==> src/rtl/alu_16_pkg.sv <==
// Shared constants for the alu_16 datapath: opcode encodings, flag bit
// positions, operand width, shifter operation encoding and a CLZ helper.
package alu_16_pkg;

  localparam int unsigned DATA_W = 16;

  localparam logic [4:0] OP_ADD  = 5'd0;
  localparam logic [4:0] OP_SUB  = 5'd1;
  localparam logic [4:0] OP_RSB  = 5'd2;
  localparam logic [4:0] OP_INC  = 5'd3;
  localparam logic [4:0] OP_DEC  = 5'd4;
  localparam logic [4:0] OP_NEG  = 5'd5;
  localparam logic [4:0] OP_AND  = 5'd6;
  localparam logic [4:0] OP_OR   = 5'd7;
  localparam logic [4:0] OP_XOR  = 5'd8;
  localparam logic [4:0] OP_NAND = 5'd9;
  localparam logic [4:0] OP_NOR  = 5'd10;
  localparam logic [4:0] OP_XNOR = 5'd11;
  localparam logic [4:0] OP_NOT  = 5'd12;
  localparam logic [4:0] OP_PASA = 5'd13;
  localparam logic [4:0] OP_PASB = 5'd14;
  localparam logic [4:0] OP_SHL  = 5'd15;
  localparam logic [4:0] OP_SHR  = 5'd16;
  localparam logic [4:0] OP_SAR  = 5'd17;
  localparam logic [4:0] OP_ROL  = 5'd18;
  localparam logic [4:0] OP_ROR  = 5'd19;
  localparam logic [4:0] OP_MULU = 5'd20;
  localparam logic [4:0] OP_MULS = 5'd21;
  localparam logic [4:0] OP_DIVU = 5'd22;
  localparam logic [4:0] OP_EQ   = 5'd23;
  localparam logic [4:0] OP_SLTU = 5'd24;
  localparam logic [4:0] OP_SLT  = 5'd25;
  localparam logic [4:0] OP_MINU = 5'd26;
  localparam logic [4:0] OP_MAXU = 5'd27;
  localparam logic [4:0] OP_MINS = 5'd28;
  localparam logic [4:0] OP_MAXS = 5'd29;
  localparam logic [4:0] OP_ABS  = 5'd30;
  localparam logic [4:0] OP_CLZ  = 5'd31;

  localparam int unsigned FLAG_N = 19;
  localparam int unsigned FLAG_Z = 18;
  localparam int unsigned FLAG_C = 17;
  localparam int unsigned FLAG_V = 16;

  typedef enum logic [2:0] {
    SH_SHL,
    SH_SHR,
    SH_SAR,
    SH_ROL,
    SH_ROR
  } shift_op_e;

  // Leading-zero count; an all-zero word yields DATA_W.
  function automatic logic [4:0] clz16(input logic [DATA_W-1:0] x);
    logic [4:0] n;
    logic       found;
    n     = '0;
    found = 1'b0;
    for (int i = DATA_W - 1; i >= 0; i--) begin
      if (!found) begin
        if (x[i]) found = 1'b1;
        else      n = n + 5'd1;
      end
    end
    return n;
  endfunction

endpackage

==> src/rtl/alu_16_shifter.sv <==
// Combinational 16-bit shifter/rotator with carry-out of the last bit
// shifted out (zero for a zero amount and for rotates).
module alu_16_shifter
  import alu_16_pkg::*;
(
  input  logic [DATA_W-1:0] a_i,
  input  logic [3:0]        amt_i,
  input  shift_op_e         op_i,
  output logic [DATA_W-1:0] res_o,
  output logic              carry_o
);

  logic [4:0] rot_back;

  assign rot_back = 5'd16 - {1'b0, amt_i};

  always_comb begin
    // NOTE: every output gets a default before the case so no path leaves
    // it unassigned; otherwise synthesis would infer a latch.
    res_o   = a_i;
    carry_o = 1'b0;
    case (op_i)
      // A guard bit beside the word catches the last bit shifted out.
      SH_SHL: {carry_o, res_o} = {1'b0, a_i} << amt_i;
      SH_SHR: {res_o, carry_o} = {a_i, 1'b0} >> amt_i;
      SH_SAR: {res_o, carry_o} = $signed({a_i, 1'b0}) >>> amt_i;
      SH_ROL: res_o = (a_i << amt_i) | (a_i >> rot_back);
      SH_ROR: res_o = (a_i >> amt_i) | (a_i << rot_back);
      default: begin
        res_o   = a_i;
        carry_o = 1'b0;
      end
    endcase
  end

endmodule

==> src/rtl/alu_16.sv <==
// Registered 16-bit ALU, 32 opcodes, one operation per clock.
// Optional single-cycle unsigned divider on opcode 22 when ALU16_DIV_EN is defined.
module alu_16
  import alu_16_pkg::*;
(
  input  logic        clk,
  input  logic        rst_n,
  input  logic [31:0] packed_in,
  input  logic [4:0]  selection_lines,
  output logic [31:0] packed_out
);

  logic [DATA_W-1:0] a, b;
  logic [16:0]       add_w, sub_w, rsb_w;
  logic [31:0]       mulu_w, muls_w;
  logic              slt_w;
  logic [DATA_W-1:0] abs_w;

  shift_op_e         sh_op;
  logic [DATA_W-1:0] sh_res;
  logic              sh_carry;

  logic [DATA_W-1:0] res;
  logic              flag_c, flag_v;
  logic              wide;
  logic [31:0]       wide_res;
  logic [31:0]       packed_d, packed_q;

  assign a = packed_in[31:16];
  assign b = packed_in[15:0];

  // Borrow is the 17th bit of the zero-extended difference.
  assign add_w  = {1'b0, a} + {1'b0, b};
  assign sub_w  = {1'b0, a} - {1'b0, b};
  assign rsb_w  = {1'b0, b} - {1'b0, a};
  assign mulu_w = {16'b0, a} * {16'b0, b};
  assign muls_w = {{16{a[15]}}, a} * {{16{b[15]}}, b};
  assign slt_w  = $signed(a) < $signed(b);
  assign abs_w  = a[15] ? (16'd0 - a) : a;

`ifdef ALU16_DIV_EN
  logic [DATA_W-1:0] quo_w, rem_w;

  assign quo_w = (b == '0) ? '1 : (a / b);
  assign rem_w = (b == '0) ? a  : (a % b);
`endif

  always_comb begin
    sh_op = SH_SHL;
    case (selection_lines)
      OP_SHR:  sh_op = SH_SHR;
      OP_SAR:  sh_op = SH_SAR;
      OP_ROL:  sh_op = SH_ROL;
      OP_ROR:  sh_op = SH_ROR;
      default: sh_op = SH_SHL;
    endcase
  end

  alu_16_shifter u_shifter (
    .a_i    (a),
    .amt_i  (b[3:0]),
    .op_i   (sh_op),
    .res_o  (sh_res),
    .carry_o(sh_carry)
  );

  always_comb begin
    res      = '0;
    flag_c   = 1'b0;
    flag_v   = 1'b0;
    wide     = 1'b0;
    wide_res = '0;
    case (selection_lines)
      OP_ADD: begin
        res    = add_w[15:0];
        flag_c = add_w[16];
        flag_v = (a[15] == b[15]) && (add_w[15] != a[15]);
      end
      OP_SUB: begin
        res    = sub_w[15:0];
        flag_c = sub_w[16];
        flag_v = (a[15] != b[15]) && (sub_w[15] != a[15]);
      end
      OP_RSB: begin
        res    = rsb_w[15:0];
        flag_c = rsb_w[16];
        flag_v = (a[15] != b[15]) && (rsb_w[15] != b[15]);
      end
      OP_INC: begin
        res    = a + 16'd1;
        flag_c = (a == 16'hFFFF);
        flag_v = (a == 16'h7FFF);
      end
      OP_DEC: begin
        res    = a - 16'd1;
        flag_c = (a == 16'h0000);
        flag_v = (a == 16'h8000);
      end
      OP_NEG: begin
        res    = 16'd0 - a;
        flag_c = (a != 16'h0000);
        flag_v = (a == 16'h8000);
      end
      OP_AND:  res = a & b;
      OP_OR:   res = a | b;
      OP_XOR:  res = a ^ b;
      OP_NAND: res = ~(a & b);
      OP_NOR:  res = ~(a | b);
      OP_XNOR: res = ~(a ^ b);
      OP_NOT:  res = ~a;
      OP_PASA: res = a;
      OP_PASB: res = b;
      OP_SHL, OP_SHR, OP_SAR, OP_ROL, OP_ROR: begin
        res    = sh_res;
        flag_c = sh_carry;
      end
      OP_MULU: begin
        wide     = 1'b1;
        wide_res = mulu_w;
      end
      OP_MULS: begin
        wide     = 1'b1;
        wide_res = muls_w;
      end
      OP_DIVU: begin
        wide = 1'b1;
`ifdef ALU16_DIV_EN
        wide_res = {rem_w, quo_w};
`else
        wide_res = '0;
`endif
      end
      OP_EQ:   res = {15'd0, a == b};
      OP_SLTU: res = {15'd0, a < b};
      OP_SLT:  res = {15'd0, slt_w};
      OP_MINU: res = (a < b) ? a : b;
      OP_MAXU: res = (a < b) ? b : a;
      OP_MINS: res = slt_w ? a : b;
      OP_MAXS: res = slt_w ? b : a;
      OP_ABS: begin
        res    = abs_w;
        flag_v = (a == 16'h8000);
      end
      OP_CLZ:  res = {11'd0, clz16(a)};
      default: res = '0;
    endcase
  end

  always_comb begin
    packed_d = '0;
    if (wide) begin
      packed_d = wide_res;
    end else begin
      packed_d[15:0]   = res;
      packed_d[FLAG_N] = res[15];
      packed_d[FLAG_Z] = (res == '0);
      packed_d[FLAG_C] = flag_c;
      packed_d[FLAG_V] = flag_v;
    end
  end

  always_ff @(posedge clk) begin
    // NOTE: sequential state uses non-blocking assignments so every
    // register samples pre-edge values regardless of block ordering.
    if (!rst_n) packed_q <= '0;
    else        packed_q <= packed_d;
  end

  assign packed_out = packed_q;

endmodule

==> config.mk <==
export PLATFORM = sky130hd
export DESIGN_NAME = alu_16
export DESIGN_NICKNAME = d
export VERILOG_FILES = /design/src/rtl/alu_16_pkg.sv /design/src/rtl/alu_16_shifter.sv /design/src/rtl/alu_16.sv
export SDC_FILE = /design/constraint.sdc
export NUM_CORES = 2
export LEC_CHECK = 0
export ABC_AREA = 0
export CAP_MARGIN = 30
export CORE_AREA = 2 2 255 257
export CTS_CLUSTER_SIZE = 8
export DETAILED_ROUTE_END_ITERATION = 16
export DIE_AREA = 0 0 257 259
export PLACE_DENSITY = 0.51
export SYNTH_ARGS = -nofsm -noshare
export SYNTH_HDL_FRONTEND = slang
export SYNTH_SLANG_ARGS = --single-unit
==> constraint.sdc <==
create_clock -name clk -period 19.9 [get_ports clk]
set_input_delay 3.98 -clock clk [delete_from_list [all_inputs] [get_ports clk]]
set_output_delay 3.98 -clock clk [all_outputs]
set_load 0.1 [all_outputs]
# [After elaboration in Yosys (flattened, before gate mapping)]
# Index checks and enable logic that the tools add are counted.
[totals] register_bits=32 in_bits=39 wordCells=204
[classes] add_sub_neg=22 n_mul=2 magnitude_cmp=2 eq_ne=44 shifts=7 mux=104 bitwise_logic=9 n_reduce_logical=12
[op_table] op="$pmux 16 s25" n=1
[op_table] op="$mux 5" n=45
[op_table] op="$eq 5x5->1 const B" n=16
[op_table] op="$mux 16" n=5
[op_table] op="$pmux 16 s5" n=1
[op_table] op="$add 5x1->5 const B" n=15
[op_table] op="$mul 16x16->32" n=2
[op_table] op="$not 16->16" n=4
[op_table] op="$pmux 32 s2" n=1
[op_table] op="$or 16x16->16" n=3
[op_table] op="$mux 1" n=46
[op_table] op="$eq 5x4->1 const B" n=8
[op_table] op="$sub 16x16->17" n=2
[op_table] op="$eq 16x16->1 const B" n=2
[op_table] op="$logic_not 16->1" n=2
[op_table] op="$lt 16x16->1" n=2
[op_table] op="$eq 5x3->1 const B" n=4
[op_table] op="$mux 20" n=1
[op_table] op="$add 16x16->17" n=1
[op_table] op="$shl 16x4->17" n=1
[op_table] op="$shr 17x4->17" n=1
[op_table] op="$sshr 17x4->17" n=1
[op_table] op="$add 16x1->16 const B" n=1
[op_table] op="$and 16x16->16" n=1
[op_table] op="other kinds (28)" n=36

# [Logic depth before layout (Yosys ltp)]
[depth] depth_word=64 depth_mapped=57 depth_no_buf=53

# [Modules after synthesis]
# Synthesis repeated with hierarchy kept, for this count alone.
[hier_totals] cells_unflattened=3318 hier_area_um2=26027.5
[by_module_without_submodules] mod="alu_16" n_inst=1 cells_each=2825 area_each_um2=22462.8 seq_area_each_um2=640.6
[by_module_without_submodules] mod="alu_16_shifter" n_inst=1 cells_each=493 area_each_um2=3564.7 seq_area_each_um2=0.0

# [Least setup slack after synthesis]
# No wires, ideal clock.
[synth_timing] kind="in2reg" from="in packed_in[31]" to="reg packed_q[18] (netlist: packed_out[18])" setup_ns=0.059 arrival_ns=14.992 required_ns=19.841 setup_slack_ns=4.849 stages=57 n_path_buf=5 path_cell_list="buf_1 -> clkbuf_1 -> buf_1 -> buf_1 -> nor2_1 -> ha_1 -> o21a_1 -> ha_1 -> mux2_2 -> o21a_1 -> ha_1 -> inv_1 -> o21ai_0 -> ha_1 -> a21boi_0 -> o21ai_0 -> ha_1 -> mux2_2 -> (+21 left out) -> nor2_1 -> ha_1 -> nand3_1 -> nand2_1 -> ha_1 -> mux2i_1 -> o21ai_0 -> ha_1 -> mux2i_1 -> nor2_1 -> a21oi_1 -> o21ai_0 -> a221o_1 -> a221o_1 -> nor4b_1 -> nand4_1 -> nor3b_1 -> a31o_1"
[synth_via] elab_chain_cells=64 elab_cells_between_ends=128
[synth_rtl] element="from (decl)" line="alu_16.sv:8" rtl="input logic [31:0] packed_in,"
[synth_rtl] element="$mux 1" line="alu_16_pkg.sv:61" rtl="if (x[i]) found = 1'b1;"
[synth_rtl] element="$mux 5" line="alu_16.sv:73" rtl="case (selection_lines)"
[synth_rtl] element="$add 5x1->5" line="alu_16_pkg.sv:62" rtl="else n = n + 5'd1;"
[synth_rtl] element="$mux 5" line="alu_16_pkg.sv:61"
[synth_rtl] element="$mux 5" line="alu_16_pkg.sv:60" rtl="if (!found) begin"
[synth_rtl] element="$mux 5" line="alu_16.sv:73"
[synth_rtl] element="$add 5x1->5" line="alu_16_pkg.sv:62"
[synth_rtl] element="$mux 5" line="alu_16_pkg.sv:61"
[synth_rtl] element="(+48 left out)"
[synth_rtl] element="$mux 5" line="alu_16_pkg.sv:60"
[synth_rtl] element="$mux 5" line="alu_16.sv:73"
[synth_rtl] element="$add 5x1->5" line="alu_16_pkg.sv:62"
[synth_rtl] element="$mux 5" line="alu_16_pkg.sv:61"
[synth_rtl] element="$mux 5" line="alu_16_pkg.sv:60"
[synth_rtl] element="$pmux 16 s25" line="alu_16.sv:73"
[synth_rtl] element="$logic_not 16->1" line="alu_16.sv:156" rtl="packed_d[FLAG_Z] = (res == '0);"
[synth_rtl] element="$mux 20 (*)" line="alu_16.sv:151" rtl="if (wide) begin"
[synth_rtl] element="to (signal assigned)" line="alu_16.sv:166" rtl="else packed_q <= packed_d;"
[synth_rtl] element="to (decl)" line="alu_16.sv:27" rtl="logic [31:0] packed_d, packed_q;"
# Mark *: on every way between the ends. The rest lies on a longest branch, timed or not. The select of a mux whose other input is x is not followed.
# A chain may end at the register's enable or synchronous reset.

# [Final worst setup path]
[layout_timing] from="in packed_in[30]" to="reg packed_q[18] (netlist: packed_out[18])"
[layout_via] elab_chain_cells=61 elab_cells_between_ends=124
[layout_rtl] element="$mux 5" line="alu_16_pkg.sv:61"
[layout_rtl] element="$mux 5" line="alu_16_pkg.sv:60"
[layout_rtl] element="$mux 5" line="alu_16.sv:73"
[layout_rtl] element="$add 5x1->5" line="alu_16_pkg.sv:62"
[layout_rtl] element="$mux 5" line="alu_16_pkg.sv:61"
[layout_rtl] element="$mux 5" line="alu_16_pkg.sv:60"
[layout_rtl] element="$mux 5" line="alu_16.sv:73"
[layout_rtl] element="$add 5x1->5" line="alu_16_pkg.sv:62"
[layout_rtl] element="(+45 left out)"
[layout_rtl] element="$mux 5" line="alu_16_pkg.sv:60"
[layout_rtl] element="$mux 5" line="alu_16.sv:73"
[layout_rtl] element="$add 5x1->5" line="alu_16_pkg.sv:62"
[layout_rtl] element="$mux 5" line="alu_16_pkg.sv:61"
[layout_rtl] element="$mux 5" line="alu_16_pkg.sv:60"
[layout_rtl] element="$pmux 16 s25" line="alu_16.sv:73"
[layout_rtl] element="$logic_not 16->1" line="alu_16.sv:156"
[layout_rtl] element="$mux 20 (*)" line="alu_16.sv:151"
# Marks and branches as above.

==> flow_metrics.tcl <==
set metrics [dict create \
    vias_per_cell 6.17 \
    num_rows 93 \
    grt_usage_pct 35.6 \
    ys_seq_area_share_pct 2.53 \
    syn-num-nets 3940 \
    cts_buffers 5 \
    area_growth_pct 7.48 \
    drv_slew 0 \
    crit_path_frequent_cell "ha_1" \
    synth_edf_count 0 \
    route.final.wire_length_mm 119 \
    io_pins 71 \
    cp_max_fo 28 \
    period_share_pct 82.8 \
    setup_viol 0 \
    clockRootBuffer "clkbuf_16" \
    fp.dieH_um 259 \
    dieArea_mm2 0.0666 \
    syn_inst 3283 \
    cts_resized 0 \
    dp_cells 4114 \
    gp_congestion 1.04 \
    grt_max_degree 54 \
    postRouteAntennaNets 0 \
    synthFlopType "dfxtp_1" \
    timing.final.crit_period_ns 16.48 \
    min_from "selection_lines[0]" \
    rsz0062_at_grt "no" \
    ir_worst_vdd_v 0.000401 \
    num-nets-final 3923 \
    fmaxAchievable_ghz 0.0607 \
    cts.reportedPaths.clkPinSlew_ns 0.09 \
    async_flop_share_pct 0 \
    yosysWarnings 0 \
    grt_overflow_total 0 \
    synth_area_mm2 0.0253 \
    finish.utilization_pct 42.5 \
    hold_end "packed_out[6]" \
    drc 0 \
    postCtsSetupBuffers 0 \
    cp-end-kind "register" \
    port_buffers 70 \
    leakage_nw 12.7 \
    core-area_mm2 0.0639 \
    htreeDepth 2 \
    hold_depth 4 \
    wire_per_inst_um 28.9 \
    dp_hpwl_mm 92.3 \
    final_hold_viol_count 0 \
    seq_area_um2 641 \
    synth.ff_latch_count 32 \
    cts_hold_buf 0 \
    initial_utilization_pct 39.6 \
    cpMaxStageDelayCell "o311ai_0" \
    vias 25400 \
    die_w_um 257 \
    crit_path_start_kind "primary input" \
    grt_pass1_wl_mm 175 \
    netlist.area_leader.share_pct 29.3 \
    critPathRequiredTime_ns 20.17 \
    synth_cell_types 89 \
    fill_cells 6520 \
    setup_tns_ns 0 \
    largest_register_ffs 32 \
    antenna_found_initial 1 \
    max_slew_margin_pct 24.6 \
    drv_cap 0 \
    syn_avg_cell_area_um2 7.70 \
    dr.pass1.iters 6 \
    final_cells 4123 \
    tritoncts "yes" \
    grt_pass1_vias 25400 \
    hold_class "primary input to register" \
    first_iter_violations 2829 \
    crit_type "primary input to register" \
    clk_path_buf_depth 2 \
    clock_sinks 32 \
    multi_input_area_mm2 0.0220 \
    critical-path-max-stage-delay_ns 0.49 \
    powerDensity_mw_per_mm2 179 \
    crit_arrival_ns 16.75 \
    synth_area_leaders "fa_1 29%, ha_1 12%, inv_1 7.6%" \
    synth_top_cell_by_area "fa_1" \
    tightestPinTransition_ns 1.12 \
    outcome "finished clean" \
    drive_above_1_share_pct 5.05 \
]
==> metal layers <==
layer  up-vias  track usage (%)  wire (µm)
li1      11000                -          -
met1     12800             47.6      48700
met2      1380             56.0      53300
met3       298             6.34      10500
met4         2             16.4       6660
met5         -                0         13
==> worst max path at each step <==
stage                             start              to  slack (ns)  depth (start not counted)
after global routing      packed_in[30]  packed_out[18]        2.72                         56
final                     packed_in[30]  packed_out[18]        3.42                         56
after CTS                 packed_in[30]  packed_out[18]        3.68                         56
after floorplan           packed_in[31]  packed_out[18]        4.85                         57
after global placement    packed_in[30]  packed_out[18]        3.64                         56
after detailed placement  packed_in[30]  packed_out[18]        3.36                         56
==> cell usage after synthesis (20+ instances only) <==
library cell	instances
a221oi_1	31
inv_1	512
o211ai_1	24
a21o_1	44
nand2b_1	45
a22oi_1	28
ha_1	248
nor2b_1	28
o21a_1	23
nand4_1	25
fa_1	370
clkbuf_1	131
nor3_1	52
a21oi_1	187
mux2i_1	44
nor4_1	22
o21ai_0	157
o31ai_1	20
dfxtp_1	32
nand3_1	45
nand2_1	309
o22ai_1	36
a211oi_1	41
xor2_1	49
a31oi_1	28
nor2_1	348
buf_1	45
xnor2_1	67
==> area by class of cell <==
class                           count  area share [%]
Antenna cell                        1         0.00921
Clock buffer                        5           0.460
Clock inverter                      3          0.0691
Inverter                          520            7.18
Multi-Input combinational cell   2547            81.0
Sequential cell                    32            2.36
Tap cell                          855            3.94
Timing Repair Buffer              160            5.02
==> logic make-up after synthesis <==
kind of cell	count (synthesis)	share of synthesized area, %
multiplexers	72	3.61
AO/OA/AOI/OAI	760	19.8
adder cells (fa/ha/maj)	619	41.6
buffers and inverters	704	10.5
AND/OR/NAND/NOR	976	17.6
flip-flops	32	2.53
XOR/XNOR	120	4.35
==> report_power, final <==
part / internal, mW / switching (mW) / total, mW / leakage [nW]
Clock: 0.0466 / 0.0450 / 0.0916 / 0.0736
Sequential: 0.0716 / 0.00214 / 0.0737 / 0.262
Combinational: 1.90 / 2.81 / 4.71 / 12.4
==> cell usage in the layout (no fill, tap or decap), types with 13 or more instances in the layout <==
master / Yosys / routed
mux4_2: 14 / 14
o31ai_1: 20 / 19
xnor2_1: 67 / 66
ha_1: 248 / 247
nor3_1: 52 / 51
a31oi_1: 28 / 28
and3_1: 13 / 13
o21ai_0: 157 / 157
a221oi_1: 31 / 31
mux2i_1: 44 / 44
nand2_1: 309 / 309
dfxtp_1: 32 / 32
mux2_2: 14 / 14
buf_4: 0 / 84
or3_1: 17 / 17
fa_1: 370 / 370
o21a_1: 23 / 23
and2_1: 17 / 17
nor4_1: 22 / 22
clkdlybuf4s50_1: 0 / 59
inv_1: 512 / 512
o22ai_1: 36 / 36
nand2b_1: 45 / 45
nand3_1: 45 / 45
nand4_1: 25 / 25
xor2_1: 49 / 49
a21oi_1: 187 / 187
a21o_1: 44 / 44
a211oi_1: 41 / 41
nor2b_1: 28 / 28
a22oi_1: 28 / 28
buf_2: 6 / 13
o211ai_1: 24 / 24
nor2_1: 348 / 347
==> critical path, delay by kind of cell <==
| family | cells | cell delay [ns] |
|---|---|---|
| multiplexers | 8 | 1.63 |
| AO/OA/AOI/OAI | 18 | 3.78 |
| adder cells (fa/ha/maj) | 14 | 4.41 |
| AND/OR/NAND/NOR | 10 | 1.49 |
| buffers and inverters | 6 | 1.42 |
==> metrics by stage <==
stage          power (mW)  hold slack, ns  instance area [µm²]  setup slack [ns]
2_1_floorplan        3.48            4.12                25300              4.85
3_3_place_gp         4.70            4.71                27000              3.64
3_5_place_dp         4.77            4.71                27000              3.36
4_1_cts              4.89            4.38                27200              3.68
5_1_grt              5.45            4.45                27200              2.72
6_report             4.87            4.42                27200              3.42
(Power assumes the default switching activity.)
